--- src/rtl/sqr.sv ---
// Iterative unsigned fixed-point squarer using a radix-2 shift-add multiply.
// One partial product per cycle; the result is truncated to the input Q format and saturates on overflow.
module sqr #(
   parameter int WIDTH = 16,
   parameter int FBITS = 12
) (
   input  logic             clk,
   input  logic             rst,
   input  logic             start,
   output logic             busy,
   output logic             valid,
   input  logic [WIDTH-1:0] x,
   output logic [WIDTH-1:0] sq,
   output logic             ovf
);

   localparam int PW = 2 * WIDTH;
   localparam int IW = $clog2(WIDTH);
   localparam logic [IW-1:0] LAST = IW'(WIDTH - 1);

   typedef enum logic {
      IDLE,
      RUN
   } state_t;

   state_t           state;
   logic [PW-1:0]    m;
   logic [PW-1:0]    acc;
   logic [PW-1:0]    acc_next;
   logic [WIDTH-1:0] b;
   logic [IW-1:0]    i;
   logic             prod_ovf;
   logic [WIDTH-1:0] prod_sq;

   // acc_next is the full 2*WIDTH product once the last partial product is added.
   always_comb begin
      // NOTE: every output of this block gets a default first, so no latch can be inferred.
      acc_next = acc;
      if (b[0]) begin
         acc_next = acc + m;
      end
      prod_ovf = |acc_next[PW-1:WIDTH+FBITS];
      prod_sq  = prod_ovf ? {WIDTH{1'b1}} : acc_next[WIDTH+FBITS-1:FBITS];
   end

   // NOTE: non-blocking assignments, so every register samples pre-edge values of the others.
   always_ff @(posedge clk) begin
      if (rst) begin
         state <= IDLE;
         busy  <= 1'b0;
         valid <= 1'b0;
         sq    <= '0;
         ovf   <= 1'b0;
         m     <= '0;
         b     <= '0;
         acc   <= '0;
         i     <= '0;
      end else begin
         case (state)
            IDLE: begin
               if (start) begin
                  state <= RUN;
                  busy  <= 1'b1;
                  valid <= 1'b0;
                  m     <= PW'(x);
                  b     <= x;
                  acc   <= '0;
                  i     <= '0;
               end
            end
            RUN: begin
               acc <= acc_next;
               m   <= m << 1;
               b   <= b >> 1;
               i   <= i + 1'b1;
               if (i == LAST) begin
                  state <= IDLE;
                  busy  <= 1'b0;
                  valid <= 1'b1;
                  sq    <= prod_sq;
                  ovf   <= prod_ovf;
               end
            end
            default: state <= IDLE;
         endcase
      end
   end

endmodule

--- config.mk ---
export PLATFORM = sky130hd
export DESIGN_NAME = sqr
export DESIGN_NICKNAME = d
export VERILOG_FILES = /design/src/rtl/sqr.sv
export SDC_FILE = /design/constraint.sdc
export NUM_CORES = 1
export LEC_CHECK = 0
export ABC_AREA = 1
export ABC_CLOCK_PERIOD_IN_PS = 4470
export CORE_UTILIZATION = 55
export DETAILED_ROUTE_END_ITERATION = 12
export PLACE_DENSITY = 0.72
export SETUP_SLACK_MARGIN = 0.05
export SLEW_MARGIN = 30
export SYNTH_ARGS = -nofsm -noshare
export SYNTH_HDL_FRONTEND = slang
export SYNTH_SLANG_ARGS = --single-unit
export TNS_END_PERCENT = 5
--- constraint.sdc ---
create_clock -name clk -period 4.47 [get_ports clk]
set_clock_uncertainty 0.05 [all_clocks]
set_input_delay 0.6705 -clock clk [delete_from_list [all_inputs] [get_ports clk]]
set_output_delay 0.6705 -clock clk [all_outputs]
set_load 0.1 [all_outputs]
After elaboration in Yosys (flattened, before gate mapping)
Index checks and enable logic that the tools add are counted.

Register bits after elaboration: 104. Input port bits: 19. Word-level logic and storage cells: 40. Output and inout bits: 19.

Muxes and demuxes: 19. Eq/ne operators: 4. Add/sub/neg operators: 2. Bitwise gates (word level): 1. Reduce and logical (&&, ||, !) cells: 4.

Operator list (number): 32-bit one-hot mux with 2 select lines (2); 32-bit two-way mux (3); 32-bit adder (1); 16-bit two-way mux (2); 16-bit one-hot mux with 2 select lines (1); 4-bit one-hot mux with 2 select lines (1); 1-bit two-way mux (6); 1-bit one-hot mux with 2 select lines (3); 2-bit AND reduction (3); 4-bit by 1-bit adder with 4-bit output (second input constant) (1); 4-bit == test (second input constant) (1); 4-bit two-way mux (1); 2-bit inequality test (second input constant) (2); 4-bit OR reduction (1); 2-bit by 1-bit inequality test with 1-bit output (second input constant) (1); 1-bit NOT (1).

Logic depth before layout (Yosys ltp)
Depth after elaboration: 4. Gate-level depth with buffers: 17. Gate-level depth less buffers: 16.

Least setup slack after synthesis
No wires, ideal clock.

Path kind: register -> register. From: register m[0]. To: register sq[10]. Cell stages (with the launch flop): 18. Required time: 4.298 ns. Clock period less this slack: 2.307 ns. Buffers on the path: 1. Slack: 2.163 ns. Setup time: 0.122 ns. Data arrival time: 2.134 ns. Cells stage by stage: dfxtp_1 -> ha_1 -> fa_1 -> nand2_1 -> nand3_1 -> nand3_1 -> nand2_1 -> nand2_1 -> nand2_2 -> nand2_2 -> nand2_1 -> nand2_1 -> nand3_1 -> nand2_1 -> nand2_1 -> o21ai_4 -> buf_6 -> nand3_1.

Cells in the longest elaborated chain, start to end: 4.

Ends and longest elaborated chain: from (decl) (RTL line 27) `logic [PW-1:0] m;`; from (signal assigned) (RTL line 65) `m <= PW'(x);`; from (signal assigned) (RTL line 73) `m <= m << 1;`; 32-bit adder * (RTL line 40) `acc_next = acc + m;`; 32-bit two-way mux * (RTL line 39) `if (b[0]) begin`; 4-bit OR reduction (RTL line 42) `prod_ovf = |acc_next[PW-1:WIDTH+FBITS];`; 16-bit two-way mux * (RTL line 43) `prod_sq = prod_ovf ? {WIDTH{1'b1}} : acc_next[WIDTH+FBITS-1:FBITS];`; to (signal assigned) (RTL line 80) `sq <= prod_sq;`; to (decl) (RTL line 13) `output logic [WIDTH-1:0] sq,`.

Every way passes the cells marked *; elsewhere a longest branch is shown, timed or not. The select of a mux whose other input is x is not followed. A chain may end at the register's enable or synchronous reset.

Worst setup path in the final report
From: register m[0]. To: register sq[5].

The elaborated chain is that of the path after synthesis.

==> results <==
- The total power after layout is 1.95 mW.
- The post-synthesis instance area is about 6300 µm².
- The count of different cell masters after synthesis is 37.
- Timing would allow up to between 0.3 and 0.4 GHz.
- STA puts the critical path data required time at 4.64 ns.
- The endpoint type of the worst setup path is a flop.
- Global routing used between 20 and 30% of the available tracks across all layers.
- The share of the yosys chip area belonging to registers is between 30 and 40%.
- The via density per instance is 5.19.
- In this run the count of I/O pins placed on the die edge is 38.
- The number of nets in the synthesized netlist is around 1100.
- The analysis attributes to cell leakage a power of between 3 and 4 nW.
- The critical path depth is 16.
- The first global-routing pass estimated between 20000 and 30000 µm of wire.
- The min-delay analysis places its worst path in the category reg2reg.
- In the final layout, the share of cells above drive strength 1 is 5.95%.
- Fill cells in the final layout number around 1100.
- For this design, the slowest cell found on the critical path is o21ai_4.
- The final RePlAce weighted congestion is ~0.94.
- Across the VDD grid, the largest voltage drop is about 0.34 mV.
- The instance count of the mapped netlist is 1002.
- The number of antenna violations at the first check in global routing came to 0.
- The number of buffers added on ports is 37.
- After floorplanning, the core was divided into 38 placement rows.
- The run finished with clean final reports.
- The switching share of power is between 20 and 30%.
- The via count of the first global-routing pass is 5433.
- The critical path is of the reg2reg type.
- The number of flip-flops and latches in the synthesized netlist is between 100 and 150.
- TritonCTS built the clock tree.
- The total count of hold-check failures in the final report is 0.
- Tracing the worst setup path back leads to its startpoint at m[0].
- The final antenna diode count is 0.
- The arrival time at the worst endpoint is 2.93 ns.
- Per report_power, the combinational group accounts for approximately a tenth of the total.
- The final-report max-slew violation count is 0.
- The highest fanout seen on the critical path is 17.
- The post-detailed-route count of antenna-violating nets is 0.
- At the end of the flow, the number of nets in the layout was between 1000 and 1500.
- The cell-internal power is between 1 and 1.5 mW.
- The headroom to the max-slew limit is a little over a third.
- The net switching power figure is around 0.54 mW.
- Sequential cells burn approximately half of the power.
- The kind of cell adding the most delay to the critical path is simple AND/OR/NAND/NOR gates.
- Once the clock tree was built, the setup fixing pass inserted 0 buffers.
- The floorplan step defined a core boundary enclosing approximately 11000 µm².
- Buffers inserted during clock tree synthesis total 9.
- Entering global routing, the biggest net connects 52 pins.
- Counting every sink on the clock net gives 104.
- For this run, design rule violations remaining after detail routing come to 0.
- Dividing the synthesized area by the synthesized cell count gives roughly 6.3 µm².
- The half-perimeter wire length after detailed placement is 11200 µm.
- The post-synthesis to final-layout area growth is 11.7%.
- The die covers about 12000 µm².
- Among the stages of the critical path, the cell type that occurs most often is nand2_1.
- The number of failing setup endpoints in the final timing report is 0.
- The start of the worst register-to-register path is m[0].
- In this run the number of H-tree levels came out at 3.
- The clock network accounts for about two fifths of the total power.
- In this run the clock root is driven by a clkbuf_16.
- The routed layout has a little over 6000 vias.
- The post-synthesis cell type with the largest combined area is dfxtp_1.
- At the pin with the least slew margin, the transition time is 0.974 ns.
- STA classifies the critical path startpoint as a flop.
- Setup repair after global routing left no endpoint under its margin.
- Sorting the synthesized cells by area gives the leading types as dfxtp_1 33%, nand2_1 21%, inv_1 8.1%.
- Dividing total power by cell area gives a power density of ~280 nW/µm².
- The tool flagged a number of max-cap violations equal to 0.
- After clock tree synthesis, the flow added hold-fix buffers numbering 0.
- The clock reaches the later pin of the worst-skew pair after approximately 0.36 ns.
- The maximum clock path buffer count is 2.
- The total negative setup slack is 0 ns.
- The detailed-router iteration count before antenna repair is 5.
- Along the worst hold path, the cell count comes to 2.
- The post-route fraction of the period consumed by the critical path is approximately three fifths.
- The count of cells along the worst register-to-register path is 16.
- The violation count after the first detailed-route iteration is roughly 390.
- Counting both buffers and inverters, the worst setup path holds a total of 0.
- In this run the biggest area consumer among cell types represents 33.1% of the synthesized area.
- After detailed routing, the average wire length per cell comes to 13.0 µm.
- Walking the worst path, the cells encountered are ha_1 -> fa_1 -> nand2_1 -> nand3_1 -> nand3_1 -> nand2_1 -> nand2_1 -> nand2_2 -> nand2_2 -> nand2_1 -> nand2_1 -> nand3_1 -> nand2_1 -> nand2_1 -> o21ai_4 -> nand3_1.
- The smallest clock period supported by the final layout is computed as roughly 2.8 ns.
- Once the floorplan was initialized, standard cells occupied between 50% and 60% of the core.
- The worst register-to-register path has a setup slack of about 1.7 ns.
- Summed over all layers, the global routing overflow is 0.
- The final wirelength is ~15000 µm.
- The last element of the critical path is sq[5].
- On the worst path, the slowest cell contributes a delay of 0.41 ns.
- The endpoint identified for the worst register-to-register timing path is sq[5].
- The yosys synthesis warning count is 0.
- Clock-pin slew was measured on the worst setup and hold paths at 0.08 ns.
- The die is roughly 110 µm tall.
- The horizontal die dimension is 109 µm.
- Once the clock tree was built, the resizer swapped 0 gates to a different size.
==> worst min-delay path by stage <==
stage / endpoint / slack [ns] / startpoint
finish: ovf / 0.41 / ovf
global route: i[3] / 0.44 / i[3]
CTS: i[3] / 0.42 / i[3]
detailed placement: ovf / 0.40 / ovf
global placement: ovf / 0.40 / ovf
floorplan: i[3] / 0.39 / i[3]
==> placed cells by master, fill, tap and decap left out, types with 4 or more instances in the layout <==
cell | netlist | final
a21oi_1 | 88 | 88
a22oi_1 | 5 | 5
a31oi_1 | 4 | 4
buf_4 | 0 | 4
clkbuf_16 | 0 | 9
clkdlybuf4s50_1 | 0 | 36
dfxtp_1 | 104 | 103
ha_1 | 32 | 32
inv_1 | 135 | 135
nand2_1 | 344 | 344
nand2_2 | 9 | 9
nand3_1 | 69 | 69
nor2_1 | 67 | 65
nor3_1 | 6 | 6
o211ai_1 | 5 | 5
o21ai_0 | 45 | 45
or2_2 | 23 | 23
xnor2_1 | 7 | 7
==> worst reg2reg max path: stages (launching register included) <==
cell     delay (ns)
dfxtp_1        0.34
ha_1           0.23
fa_1           0.40
nand2_1        0.12
nand3_1        0.08
nand3_1        0.07
nand2_1        0.12
nand2_1        0.10
nand2_2        0.10
nand2_2        0.08
nand2_1        0.05
nand2_1        0.05
nand3_1        0.08
nand2_1        0.10
nand2_1        0.10
o21ai_4        0.41
nand3_1        0.14
==> kinds of logic after synthesis <==
| logic type | Yosys count | share of synthesized area [%] |
|---|---|---|
| buffers and inverters | 168 | 10.3 |
| DFF | 104 | 33.1 |
| adders and majority gates | 33 | 6.69 |
| AOI/OAI and AO/OA | 158 | 13.6 |
| and+or+nand+nor | 531 | 35.2 |
| xor gates and xnor gates | 8 | 1.11 |
==> layout make-up <==
class | instances | area [µm²] | share of cell area [%]
multi-input combinational | 730 | 3570 | 50.8
sequential | 104 | 2080 | 29.7
inverter | 135 | 507 | 7.22
timing repair buffer | 41 | 395 | 5.63
clock buffer | 10 | 229 | 3.26
tap | 140 | 175 | 2.49
clock inverter | 6 | 62.6 | 0.891
==> metrics by stage <==
| step | area (µm²) | std cells | setup WS (ns) | utilization [%] | hold WS [ns] |
|---|---|---|---|---|---|
| after floorplan | 6290 | 1002 | 2.16 | - | 0.386 |
| after global placement | 6730 | 1150 | 1.75 | 61.3 | 0.401 |
| after detailed placement | 6730 | 1150 | 1.72 | 61.3 | 0.399 |
| after CTS | 7020 | 1166 | 1.72 | 63.9 | 0.416 |
| after global routing | 7020 | 1166 | 1.40 | 63.9 | 0.436 |
| final | 7020 | 1166 | 1.71 | 63.9 | 0.413 |
==> state kept, by name, summed over array words and instances, names as in the netlist, 4 cells and up <==
register  flops
b            16
i             4
sq           16
m            32
acc          32
==> power by group through the flow <==
stage | clock network [mW] | registers, mW | logic (mW)
5_1_grt | 0.832 | 0.980 | 0.221
2_1_floorplan | 0 | 0.992 | 0.138
3_3_place_gp | 0 | 0.997 | 0.191
3_5_place_dp | 0 | 0.997 | 0.192
6_report | 0.783 | 0.976 | 0.194
4_1_cts | 0.799 | 0.976 | 0.193
==> metal layers <==
metal	share of wire, %	GRT usage [%]	wire length (µm)
met5	0	0	0
met2	41	41.0	6200
met1	53	41.4	8070
met3	4.3	5.26	660
met4	1.7	8.01	259
==> synthesized netlist by cell type, drive strengths merged <==
cell	instances
and2	1
and3	1
dfxtp	104
fa	1
nand3b	3
nand3	70
a211oi	1
o21ai	46
a31oi	4
nand2	353
clkbuf	26
a31o	1
xor2	1
a22oi	5
a21oi	89
nor2	68
xnor2	7
o211ai	5
nand4	1
ha	32
buf	7
nor3	7
inv	135
o22ai	2
a21o	2
nor3b	1
o21bai	3
or2	26
(Power assumes the default switching activity.)
